==> src/rtl/riscv_pkg.sv <==
// rtl/riscv_pkg.sv - shared types for the execute-side redirect logic
package riscv_pkg;

  localparam int TAG_W_DEF = 4;

  typedef logic [TAG_W_DEF-1:0] tag_t;

  typedef enum logic {
    RUN   = 1'b0,
    FLUSH = 1'b1
  } redir_state_t;

  localparam logic [31:0] NO_REDIRECT = 32'h0;

endpackage

==> src/rtl/branch_redirect.sv <==
// rtl/branch_redirect.sv - tag check, wrong-path kill and NewPC redirect pulse
// Tag advances only on an issued redirect so it tracks fetch's nonzero-NewPC counter.
module branch_redirect
  import riscv_pkg::*;
#(
  parameter int TAG_W     = 4,
  parameter int START_TAG = 0,
  parameter int KCNT_W    = 8
) (
  input  logic              clk,
  input  logic              reset,
  input  logic              valid_in,
  input  logic [TAG_W-1:0]  tag_in,
  input  logic              is_cti,
  input  logic              taken,
  input  logic [31:0]       target,
  input  logic              hold,
  output logic [31:0]       NewPC,
  output logic              commit,
  output logic              kill,
  output logic [TAG_W-1:0]  tag_cur,
  output logic              bad_target,
  output logic [KCNT_W-1:0] kill_cnt
);

  redir_state_t state, state_next;

  logic acc;
  logic match;
  logic redir;
  logic commit_d;
  logic kill_d;
  logic bad_d;
  logic [31:0] new_pc_d;

  assign acc   = valid_in & ~hold;
  assign match = (tag_in == tag_cur);
  assign redir = acc & match & is_cti & taken & (target != NO_REDIRECT);

  always_ff @(posedge clk) begin
    if (reset) begin
      state <= RUN;
    end else begin
      state <= state_next;
    end
  end

  always_comb begin
    state_next = state;
    case (state)
      RUN: begin
        if (redir) state_next = FLUSH;
      end
      FLUSH: begin
        // Stale-tag instructions keep us here; the first correct-path one releases.
        if (redir) state_next = FLUSH;
        else if (acc & match) state_next = RUN;
      end
      default: state_next = RUN;
    endcase
  end

  always_comb begin
    commit_d = acc & match;
    kill_d   = acc & ~match;
    bad_d    = acc & match & is_cti & taken & (target == NO_REDIRECT);
    new_pc_d = redir ? target : NO_REDIRECT;
  end

  always_ff @(posedge clk) begin
    if (reset) begin
      NewPC      <= NO_REDIRECT;
      commit     <= 1'b0;
      kill       <= 1'b0;
      bad_target <= 1'b0;
      tag_cur    <= TAG_W'(START_TAG);
      kill_cnt   <= '0;
    end else begin
      NewPC      <= new_pc_d;
      commit     <= commit_d;
      kill       <= kill_d;
      bad_target <= bad_d;
      if (redir) begin
        tag_cur <= tag_cur + 1'b1;
      end
      if (kill_d && (kill_cnt != {KCNT_W{1'b1}})) begin
        kill_cnt <= kill_cnt + 1'b1;
      end
    end
  end

endmodule

==> config.mk <==
export PLATFORM = sky130hd
export DESIGN_NAME = branch_redirect
export DESIGN_NICKNAME = d
export VERILOG_FILES = /design/src/rtl/riscv_pkg.sv /design/src/rtl/branch_redirect.sv
export SDC_FILE = /design/constraint.sdc
export NUM_CORES = 1
export LEC_CHECK = 0
export ABC_AREA = 1
export BUFFER_PORTS_ARGS = -buffer_cell sky130_fd_sc_hd__buf_2
export CORE_ASPECT_RATIO = 0.75
export CORE_MARGIN = 2
export CORE_UTILIZATION = 45
export DETAILED_ROUTE_END_ITERATION = 10
export GPL_ROUTABILITY_DRIVEN = 0
export HOLD_SLACK_MARGIN = 0.15
export PLACE_DENSITY = 0.78
export SYNTH_ARGS = -nofsm -noshare
export SYNTH_HDL_FRONTEND = slang
export SYNTH_SLANG_ARGS = --single-unit
export TNS_END_PERCENT = 20
==> constraint.sdc <==
create_clock -name clk -period 1.5 [get_ports clk]
set_input_delay 0.225 -clock clk [delete_from_list [all_inputs] [get_ports clk]]
set_output_delay 0.225 -clock clk [all_outputs]
set_load 0.05 [all_outputs]
==> impl_results.md, run 1 <==
* Clock Path Buffers at 2
* Critical path type: reg -> reg
* Placed instance area at 2470 um^2
* Routed length per instance at between 10 and 15 um
* Largest net degree at the start of global routing at 20
* Reported max-cap violation count at 0
* Async SR Flop Fraction at 0%
* Vias/cell at 4.38
* Int Pwr at 1.75 mW
* Post-synth EDFFs at 0
* Most common cell in the synthesized netlist: nand2_1
* Hold crit path type: in -> reg
* Full die area at roughly 4800 um^2
* Io pins at 89
* Final Routed Wirelength at 4.47 mm
* HPWL Detailed at 3.28 mm
* Tcrit/Tclk final at a little over nine tenths
* First-iteration detailed-routing DRC count at 69
* Finished Cell Area at 2700 um^2
* Switching Share at 23.1%
* Most used flip-flop cell after synthesis: dfxtp_1
* Root buf cell: clkbuf_8
* Post-synthesis cell count at 242
* Initial antenna violation count at 0
* CTS H-Tree Depth at 2
* Sw Pwr at 526 uW
* Layout cells sized above 1 at 46.7%
* Number of synthesis warnings at 0
* WP data arrival at 1650 ps
* Syn nets at 286
* Comb power frac at just over 8%
* First-pass GRT wire length at a little under 7 mm
* Worst hold slack at between 150 and 200 ps
* Final setup viols at 0
* Minimum clock period at 1480 ps
* Antenna viol nets, final at 0
* Fin util at 66.7%
* Antenna diodes at 0
* Clock buffer count from CTS at 5
* Clock Latency Late Sink at 290 ps
* Die W at between 70 and 80 um
* Setup TNS at 0 ps
* Leakage at 1.49 nW
* Slew margin rel. at 81.5%
* Min-Delay Path Depth at 3
* All-Layer GR Usage at 18.6%
* Max-slew violation count at 0
* Total grt overflow at 0
* Die H at 60.2 um
* Worst vdd ir at approximately 460 uV
* Initial Utilization at 46.8%
* Crit path capture type: register
* CTS sink cnt at 47
* Synth top area share at 49.6%
* Worst-path clk slew at 80 ps
* Number of global-route vias before repair at 1543
* DR pass1 iterations at 4
* Synth cell types at 20
* Outcome: complete, no violations
* Total Power at 2.28 mW
* Worst Path Required at 1670 ps
* Measured slew at the worst slew-check pin at approximately 280 ps
* Rows at 20
* Pwr dens at 842 nW/um^2
* Clk pwr share at 37.0%
* Synth area leader: dfxtp_1
* DR DRC count at 0
* Fmax at 675 MHz
* Most common library cells after synthesis: nand2_1, inv_1, dfxtp_1
* Seq cells post-synth at 47
* Hold_buf cts at 0
* Flop pwr share at 54.8%
* Startpoint types: register
* Buffers on Ports at around 90
* Hold Vio Cnt, Final at 0
* Core region area at ~4000 um^2
* Syn avg cell area at 7.84 um^2
* Top cells by area, synth: dfxtp_1, nand2_1, inv_1
* Skew final at 3.92 ps
* Area Growth Syn to Fin at 42.5%
* R2R cell count at 10
* Vias at ~1800
* RSZ-0062 raised after global routing: yes
* Post-Syn Area at 1900 um^2
* CP max FO at 7
* CTS tree: yes
* Post-synthesis sequential area ratio at roughly half
* Nets at 392
flip-flops by register name (all words and copies together), names as in the netlist:
| register | count |
|---|---|
| kill | 1 |
| kill_cnt | 8 |
| commit | 1 |
| NewPC | 32 |
| bad_target | 1 |
| tag_cur | 4 |
power by group through the flow:
stage / registers [mW] / clock network, mW / logic (mW)
after global routing: 1.25 / 0.927 / 0.211
after detailed placement: 1.28 / 0 / 0.177
after floorplan: 1.30 / 0 / 0.0749
final: 1.25 / 0.841 / 0.188
after CTS: 1.25 / 0.865 / 0.179
after global placement: 1.28 / 0 / 0.175
worst paths after layout:
path	start	to	slack, ps
worst min-delay path	target[20]	NewPC[20]$_SDFF_PP0_	160
worst min register to register	kill_cnt[1]$_SDFFE_PP0P_	kill_cnt[1]$_SDFFE_PP0P_	500
worst max register to register	tag_cur[1]$_SDFFE_PP0P_	tag_cur[2]$_SDFFE_PP0P_	20
worst max-delay path	tag_cur[1]$_SDFFE_PP0P_	tag_cur[2]$_SDFFE_PP0P_	20
layer usage:
layer / vias up / share of wire (%) / track usage (%)
met5: - / 0 / 0
met4: 0 / 0.92 / 8.13
met3: 5 / 5.3 / 4.68
met2: 54 / 47 / 29.4
met1: 794 / 47 / 24.4
li1: 918 / - / -
layout make-up:
| class | count | area, um^2 |
|---|---|---|
| well taps | 55 | 68.8 |
| multi-input cells | 142 | 777 |
| clock buffers | 8 | 101 |
| repair buffers | 103 | 604 |
| fillers | 361 | 1350 |
| inverters | 49 | 184 |
| flip-flops and latches | 47 | 968 |
what timing repair did:
action,CTS,global route
endpoints found under the setup margin,0,44
resized for setup,0,17
setup buffers,0,5
layout by cell type, fill, tap and decap left out, types with 3 or more instances in the layout:
| cell | instances |
|---|---|
| nor2_1 | 24 |
| nor2_2 | 27 |
| inv_1 | 45 |
| buf_2 | 88 |
| dfxtp_2 | 4 |
| clkbuf_16 | 3 |
| buf_4 | 11 |
| dfxtp_4 | 6 |
| a21oi_1 | 9 |
| inv_2 | 4 |
| nand4_1 | 4 |
| nor2_4 | 9 |
| nand3_1 | 4 |
| clkbuf_8 | 5 |
| nand2_1 | 50 |
| xor2_1 | 5 |
| dfxtp_1 | 37 |
worst max-delay path, cell delays in order (launching register included):
cell and delay [ps]:
dfxtp_4 380, inv_2 40, nand2_1 40, nand2_1 60
nor2_2 110, nand2_2 90, nor2_4 100, buf_4 120
nand3_1 200, nand2_1 150, a21oi_1 80
through the flow:
step | cells | setup WS (ps)
floorplan | 242 | -42.4
global placement | 389 | 54.6
detailed placement | 389 | 7.70
CTS | 397 | 3.96
global route | 404 | -122
finish | 404 | 17.8
cell families after synthesis:
group                      count (synthesis)  synth area share [%]
adders and majority gates                  2                  1.32
DFF                                       47                  49.6
buffers and inverters                     53                  11.7
xor gates and xnor gates                   7                  3.23
AOI/OAI and AO/OA                         10                  2.64
and+or+nand+nor                          123                  31.5
(Power assumes the default switching activity.)
==> run 2, diff against run 1 <==
==> constraint.sdc (replaced) <==
create_clock -name clk -period 1.5 [get_ports clk]
set_input_delay 0.075 -clock clk [delete_from_list [all_inputs] [get_ports clk]]
set_output_delay 0.075 -clock clk [all_outputs]
set_load 0.05 [all_outputs]
==> run 2 against run 1 <==
Net effect: the flow now finishes with violations (setup timing); clock skew increased by 2.8 ps; global-route usage increased by 1.5 points; critical path depth decreased by 2; register-to-register slack got worse by 20 ps; sequential cell count unchanged; sequential share of layout area decreased by 3.5 points; wire length increased by 13%; sequential power about the same; total power decreased by 1.5%; fmax decreased by 1.5%; count of clock-buffer cells in the layout decreased by 2; clock power decreased by 13%.
==> impl_results.md, run 2 (synthesis results as in run 1) <==
* Hold crit path type: in -> reg
* Largest stage delay, worst path at 370 ps (about the same)
* Vias/cell at 4.39 (+0.12%)
* Nets at 420 (+7.1%)
* Io pins at 89 (unchanged)
* Hold Vio Cnt, Final at 0 (unchanged)
* Sink of the worst hold path: commit$_SDFF_PP0_
* Commonest non-fill, non-tap cells in the layout: buf_2, nand2_1, inv_1, dfxtp_1, dlygate4sd3_1
* Final Routed Wirelength at 5.07 mm (+13%)
* Antenna diodes at 0 (unchanged)
* Slew margin rel. at 80.5% (-1.0 points)
* Min-Delay Path Depth at 6 (+3)
* R2R Path End: kill_cnt[4]$_SDFFE_PP0P_
* Reported max-cap violation count at 0 (unchanged)
* Final setup viols at 1 (+1)
* Multi-input logic area at 787 um^2 (+1.3%)
* Initial antenna violation count at 0 (unchanged)
* Failing checks: setup timing
* Root buf cell: clkbuf_8
* Worst-path clk slew at 80 ps (about the same)
* All-Layer GR Usage at 20.1% (+1.5 points)
* CTS sink cnt at 47 (unchanged)
* Routed length per instance at 11.7 um (+6.0%)
* Largest reg by FF count: NewPC
* CTS tree: yes
* Leakage at 1.59 nW (+7.3%)
* Die W at 79.0 um (unchanged)
* Total grt overflow at 0 (unchanged)
* RSZ-0062 raised after global routing: yes
* Final non-filler cell total at 432 (+6.9%)
* Clock buffer count from CTS at 5 (unchanged)
* Clk pwr share at 32.8% (-4.2 points)
* Measured slew at the worst slew-check pin at 290 ps (+14.7 ps)
* Antenna viol nets, final at 0 (unchanged)
* DP Worst Slack at 21.4 ps (+13.7 ps)
* DR DRC count at 0 (unchanged)
* Critical Path Slowest Stage Cell: dfxtp_4
* Initial Utilization at 46.8% (unchanged)
* First-iteration detailed-routing DRC count at 42 (-39%)
* Core region area at 4050 um^2 (unchanged)
* HPWL Detailed at 3.11 mm (-5.2%)
* Clock Latency Late Sink at 300 ps (about the same)
* Largest regs: NewPC: 32 flops, kill_cnt: 8 flops, tag_cur: 4 flops
* Skew final at 6.69 ps (+2.78 ps)
* Total Power at 2.24 mW (-1.5%)
* Critical path cell sequence: ha_1, nand4_1, nor2_2, nand2_1, nand3_2, inv_1, nand2_1, a21oi_1
* CP max FO at 8 (+1)
* Buffers on Ports at 88 (unchanged)
* Worst hold slack at 216 ps (+54.3 ps)
* Vias at 1896 (+7.1%)
* Max-slew violation count at 0 (unchanged)
* DR pass1 iterations at 6 (+2)
* R2R Setup Slk at -5 ps (-20 ps)
* Tcrit/Tclk final at 100% (+1.5 points)
* Fmax at 664 MHz (-1.5%)
* Critical path type: reg -> reg
* WP data arrival at 1730 ps (+80 ps)
* Int Pwr at 1.70 mW (-2.8%)
* Number of global-route vias before repair at 1639 (+6.2%)
* Pwr dens at 748 nW/um^2 (-11%)
* Largest net degree at the start of global routing at 33 (+65%)
* Startpoint types: register
* First-pass GRT wire length at 7.25 mm (+7.3%)
* Sw Pwr at 541 uW (+2.9%)
* Layout cells sized above 1 at 41.9% (-4.8 points)
* Fillers at 323 (-11%)
* Die H at 60.2 um (unchanged)
* Storage cell area at 968 um^2 (unchanged)
* Comb power frac at 11.6% (+3.4 points)
* Placed instance area at 2420 um^2 (-1.8%)
* CTS H-Tree Depth at 2 (unchanged)
* Area Growth Syn to Fin at 58.0%
* Commonest non-fill, non-tap cell in the layout: buf_2
* Finished Cell Area at 3000 um^2 (+11%)
* Rows at 20 (unchanged)
* Flop pwr share at 55.6% (+0.8 points)
* Number of flip-flops in the largest register at 32 (unchanged)
* Worst vdd ir at 697 uV (+52%)
* Clock Path Buffers at 2 (unchanged)
* R2r startpoint: kill_cnt[0]$_SDFFE_PP0P_
* Placed cells at 383 (-1.5%)
* Worst Path Required at 1720 ps (+50 ps)
* R2R cell count at 8 (-2)
* Most used cell, CP: nand2_1
* Minimum clock period at 1510 ps (+23.2 ps)
* Worst setup margin at -5.32 ps (-23.2 ps)
* Worst hold start: hold
* Outcome: finished with violations
* Crit path capture type: register
* Full die area at 4760 um^2 (unchanged)
* Switching Share at 24.2% (+1.0 points)
==> run 2: layout make-up <==
type | count | share of cell area, %
Inverter | 49 | 6.14
Multi-Input combinational cell | 142 | 26.3
Tap cell | 55 | 2.30
Sequential cell | 47 | 32.3
Clock inverter | 2 | 0.417
Timing Repair Buffer | 131 | 30.2
Clock buffer | 6 | 2.42
==> run 2: power by group through the flow <==
stage               logic (mW)  clock network (mW)  registers [mW]
floorplan               0.0749                   0            1.30
global placement         0.171                   0            1.28
detailed placement       0.174                   0            1.28
CTS                      0.246               0.747            1.25
global route             0.284               0.804            1.25
finish                   0.260               0.735            1.25
==> run 2: metrics by stage <==
step / TNS [ps] / utilization, %
floorplan: -1230 / -
global placement: 0 / 59.7
detailed placement: 0 / 59.7
CTS: 0 / 70.7
global route: -3420 / 74.0
finish: -5.32 / 74.0
==> run 2: worst max-delay path by stage <==
stage                                  start                        to  slack [ps]  cells after the start
floorplan            tag_cur[0]$_SDFFE_PP0P_       NewPC[0]$_SDFF_PP0_         -40                     11
global placement     tag_cur[1]$_SDFFE_PP0P_       NewPC[2]$_SDFF_PP0_         100                     11
detailed placement   tag_cur[0]$_SDFFE_PP0P_      NewPC[15]$_SDFF_PP0_          20                     11
CTS                  tag_cur[0]$_SDFFE_PP0P_      NewPC[15]$_SDFF_PP0_           4                     11
global route        kill_cnt[0]$_SDFFE_PP0P_  kill_cnt[2]$_SDFFE_PP0P_        -130                      8
finish              kill_cnt[0]$_SDFFE_PP0P_  kill_cnt[4]$_SDFFE_PP0P_          -5                      8
==> run 2: critical path: cells and delay by family (launching register included) <==
family,cells,cell delay (ps)
adders and majority gates,1,240
buffers and inverters,1,230
DFF,1,370
and+or+nand+nor,5,450
AOI/OAI and AO/OA,1,150
==> run 2: repair_timing <==
action	4_1_cts	5_1_grt
endpoints found under the hold margin	43	0
hold buffers	36	0
buffers inserted	0	2
setup endpoints to repair	0	44
resized for setup	0	19
==> run 2: per-layer routing <==
layer  routed length, um  vias to the layer above  share of wire [%]  track usage, %
met2                2430                       58                 48            35.5
met4                 113                        0                2.2            8.87
met1                2290                      852                 45            24.1
li1                    -                      976                  -               -
met5                   0                        -                  0               0
met3                 235                       10                4.6            3.93
==> run 3, diff against run 2 <==
PLACE_DENSITY = 0.89   (was 0.78)
clock period = 1.9 ns   (was 1.5 ns; I/O delays follow)
==> run 3 against run 2 <==
Net effect: the flow now finishes without violations; cell count down 1.4%; sequential power decreased by 21%; total power down 16%; worst setup slack better by 230 ps; register-to-register slack improved by 340 ps; clock skew shrank 0.83 ps; count of clock-buffer cells in the layout is the same; die area is the same; wire length decreased by 1.5%; core utilization decreased by 3.4 points; first-iteration DRC count grew 120%.
==> impl_results.md, run 3 (synthesis results as in run 1) <==
* CP max FO at 32 (+24)
* Measured slew at the worst slew-check pin at 265 ps (-24.7 ps)
* Commonest non-fill, non-tap cell in the layout: buf_2
* Largest regs: NewPC: 32 flops, kill_cnt: 8 flops, tag_cur: 4 flops
* Commonest non-fill, non-tap cells in the layout: buf_2, nand2_1, inv_1, dfxtp_1, dlygate4sd3_1
* Final Routed Wirelength at 4.99 mm (-1.5%)
* DR pass1 iterations at 4 (-2)
* Buffers on Ports at 88 (unchanged)
* Setup Fix Bufs, Post-CTS at 0 (unchanged)
* Fillers at 318 (-1.5%)
* CTS tree: yes
* Critical Path Slowest Stage Cell: dlygate4sd3_1
* CTS H-Tree Depth at 2 (unchanged)
* Clock buffer count from CTS at 5 (unchanged)
* Die W at 79.0 um (unchanged)
* Full die area at 4760 um^2 (unchanged)
* Fmax at between 500 and 600 MHz
* Largest reg by FF count: NewPC
* Worst-path clk slew at 90 ps (about the same)
* All-Layer GR Usage at 21.4% (+1.3 points)
* Antenna viol nets, final at 0 (unchanged)
* Crit path capture type: register
* Layout cells sized above 1 at 35.3% (-6.6 points)
* Clock Latency Late Sink at 290 ps (about the same)
* Critical path type: in -> reg
* WP data arrival at 1850 ps (+120 ps)
* CTS sink cnt at 47 (unchanged)
* Final setup viols at 0 (-1)
* Skew final at 5.87 ps (-0.828 ps)
* Outcome: complete, no violations
* CP bufs+invs at 4 (+3)
* Max-slew violation count at 0 (unchanged)
* DR DRC count at 0 (unchanged)
* Largest stage delay, worst path at 540 ps (+170 ps)
* Hold crit path type: in -> reg
* HPWL Detailed at 3.16 mm (+1.7%)
* Root buf cell: clkbuf_8
* Vias/cell at 4.40 (+0.18%)
* Worst vdd ir at 497 uV (-29%)
* Core region area at 4050 um^2 (unchanged)
* Setup TNS at 0 ps (+5.32 ps)
* Io pins at 89 (unchanged)
* Routed length per instance at 11.7 um (about the same)
* First-pass GRT wire length at 7.81 mm (+7.8%)
* Delay-heaviest family, CP: buffers and inverters
* Hold Vio Cnt, Final at 0 (unchanged)
* Total grt overflow at 0 (unchanged)
* Vias at 1873 (-1.2%)
* Reported max-cap violation count at 0 (unchanged)
* Clock Path Buffers at 2 (unchanged)
* Initial antenna violation count at 0 (unchanged)
* Tcrit/Tclk final at 88.3%
* Largest net degree at the start of global routing at 33 (unchanged)
* Number of flip-flops in the largest register at 32 (unchanged)
* Worst hold slack at 151 ps (-64.3 ps)
* Rows at 20 (unchanged)
* Antenna diodes at 0 (unchanged)
* RSZ-0062 raised after global routing: no
* Startpoint types: primary input
* First-iteration detailed-routing DRC count at 91 (+120%)
* Minimum clock period at roughly 1700 ps
* Nets at 415 (-1.2%)
* Worst Path Required at 2080 ps (+360 ps)
* Pwr dens at 661 nW/um^2 (-12%)
* Critical path cell sequence: dlygate4sd3_1, buf_2, inv_1, nand2_1, nor2_1, nand2_1, nor2_1, nand2_1, nand3_4, buf_12, nor2_1
* Slew margin rel. at 82.3% (+1.8 points)
* Number of global-route vias before repair at 1860 (+13%)
* Initial Utilization at 46.8% (unchanged)
* Die H at 60.2 um (unchanged)
* Area Growth Syn to Fin at 50.7%
* Leakage at 1.55 nW (-3.0%)
==> run 3: tightest hold or removal path, delay by kind of cell <==
kind / cells / cell delay, ps
simple gates: 3 / 170
buf+inv: 2 / 140
==> run 3: report_power, final <==
part	internal [mW]	total [mW]	switching, mW
logic	0.101	0.201	0.0993
registers	0.988	0.992	0.00362
clock network	0.386	0.696	0.311
==> run 3: path summary, 6_finish.rpt <==
kind | from | to | slack, ps | cells past startpoint
worst min register to register | kill_cnt[1]$_SDFFE_PP0P_ | kill_cnt[1]$_SDFFE_PP0P_ | 510 | 2
worst max register to register | tag_cur[2]$_SDFFE_PP0P_ | NewPC[12]$_SDFF_PP0_ | 330 | 11
worst max-delay path | target[16] | NewPC[2]$_SDFF_PP0_ | 220 | 11
worst min-delay path | valid_in | kill$_SDFF_PP0_ | 150 | 5
==> run 3: repair_timing <==
| action | CTS | global route |
|---|---|---|
| setup endpoints to repair | 0 | 0 |
| hold endpoints to repair | 37 | 0 |
| hold buffers | 36 | 0 |
| resized for setup | 0 | 0 |
==> run 3: layer usage <==
| layer | wire length, um | global-route usage [%] |
|---|---|---|
| met4 | 182 | 10.6 |
| met2 | 2570 | 42.5 |
| met3 | 253 | 4.68 |
| met5 | 0 | 0 |
| met1 | 1980 | 21.4 |
==> run 3: area by class of cell <==
cell class	count	area (um^2)	area share [%]
sequential	47	941	32.9
clock buffer	6	72.6	2.54
inverter	49	184	6.43
clock inverter	1	30.0	1.05
timing repair buffer	126	828	29.0
tap	55	68.8	2.41
multi-input combinational	142	734	25.7
==> run 3: stage by stage <==
stage	total power, mW	cells	area, um^2	setup WS (ps)	util [%]
after floorplan	1.09	242	1900	44.6	-
after global placement	1.15	383	2400	406	59.1
after detailed placement	1.15	383	2400	361	59.1
after CTS	1.89	426	2860	282	70.5
after global routing	1.96	426	2860	111	70.5
final	1.89	426	2860	222	70.5
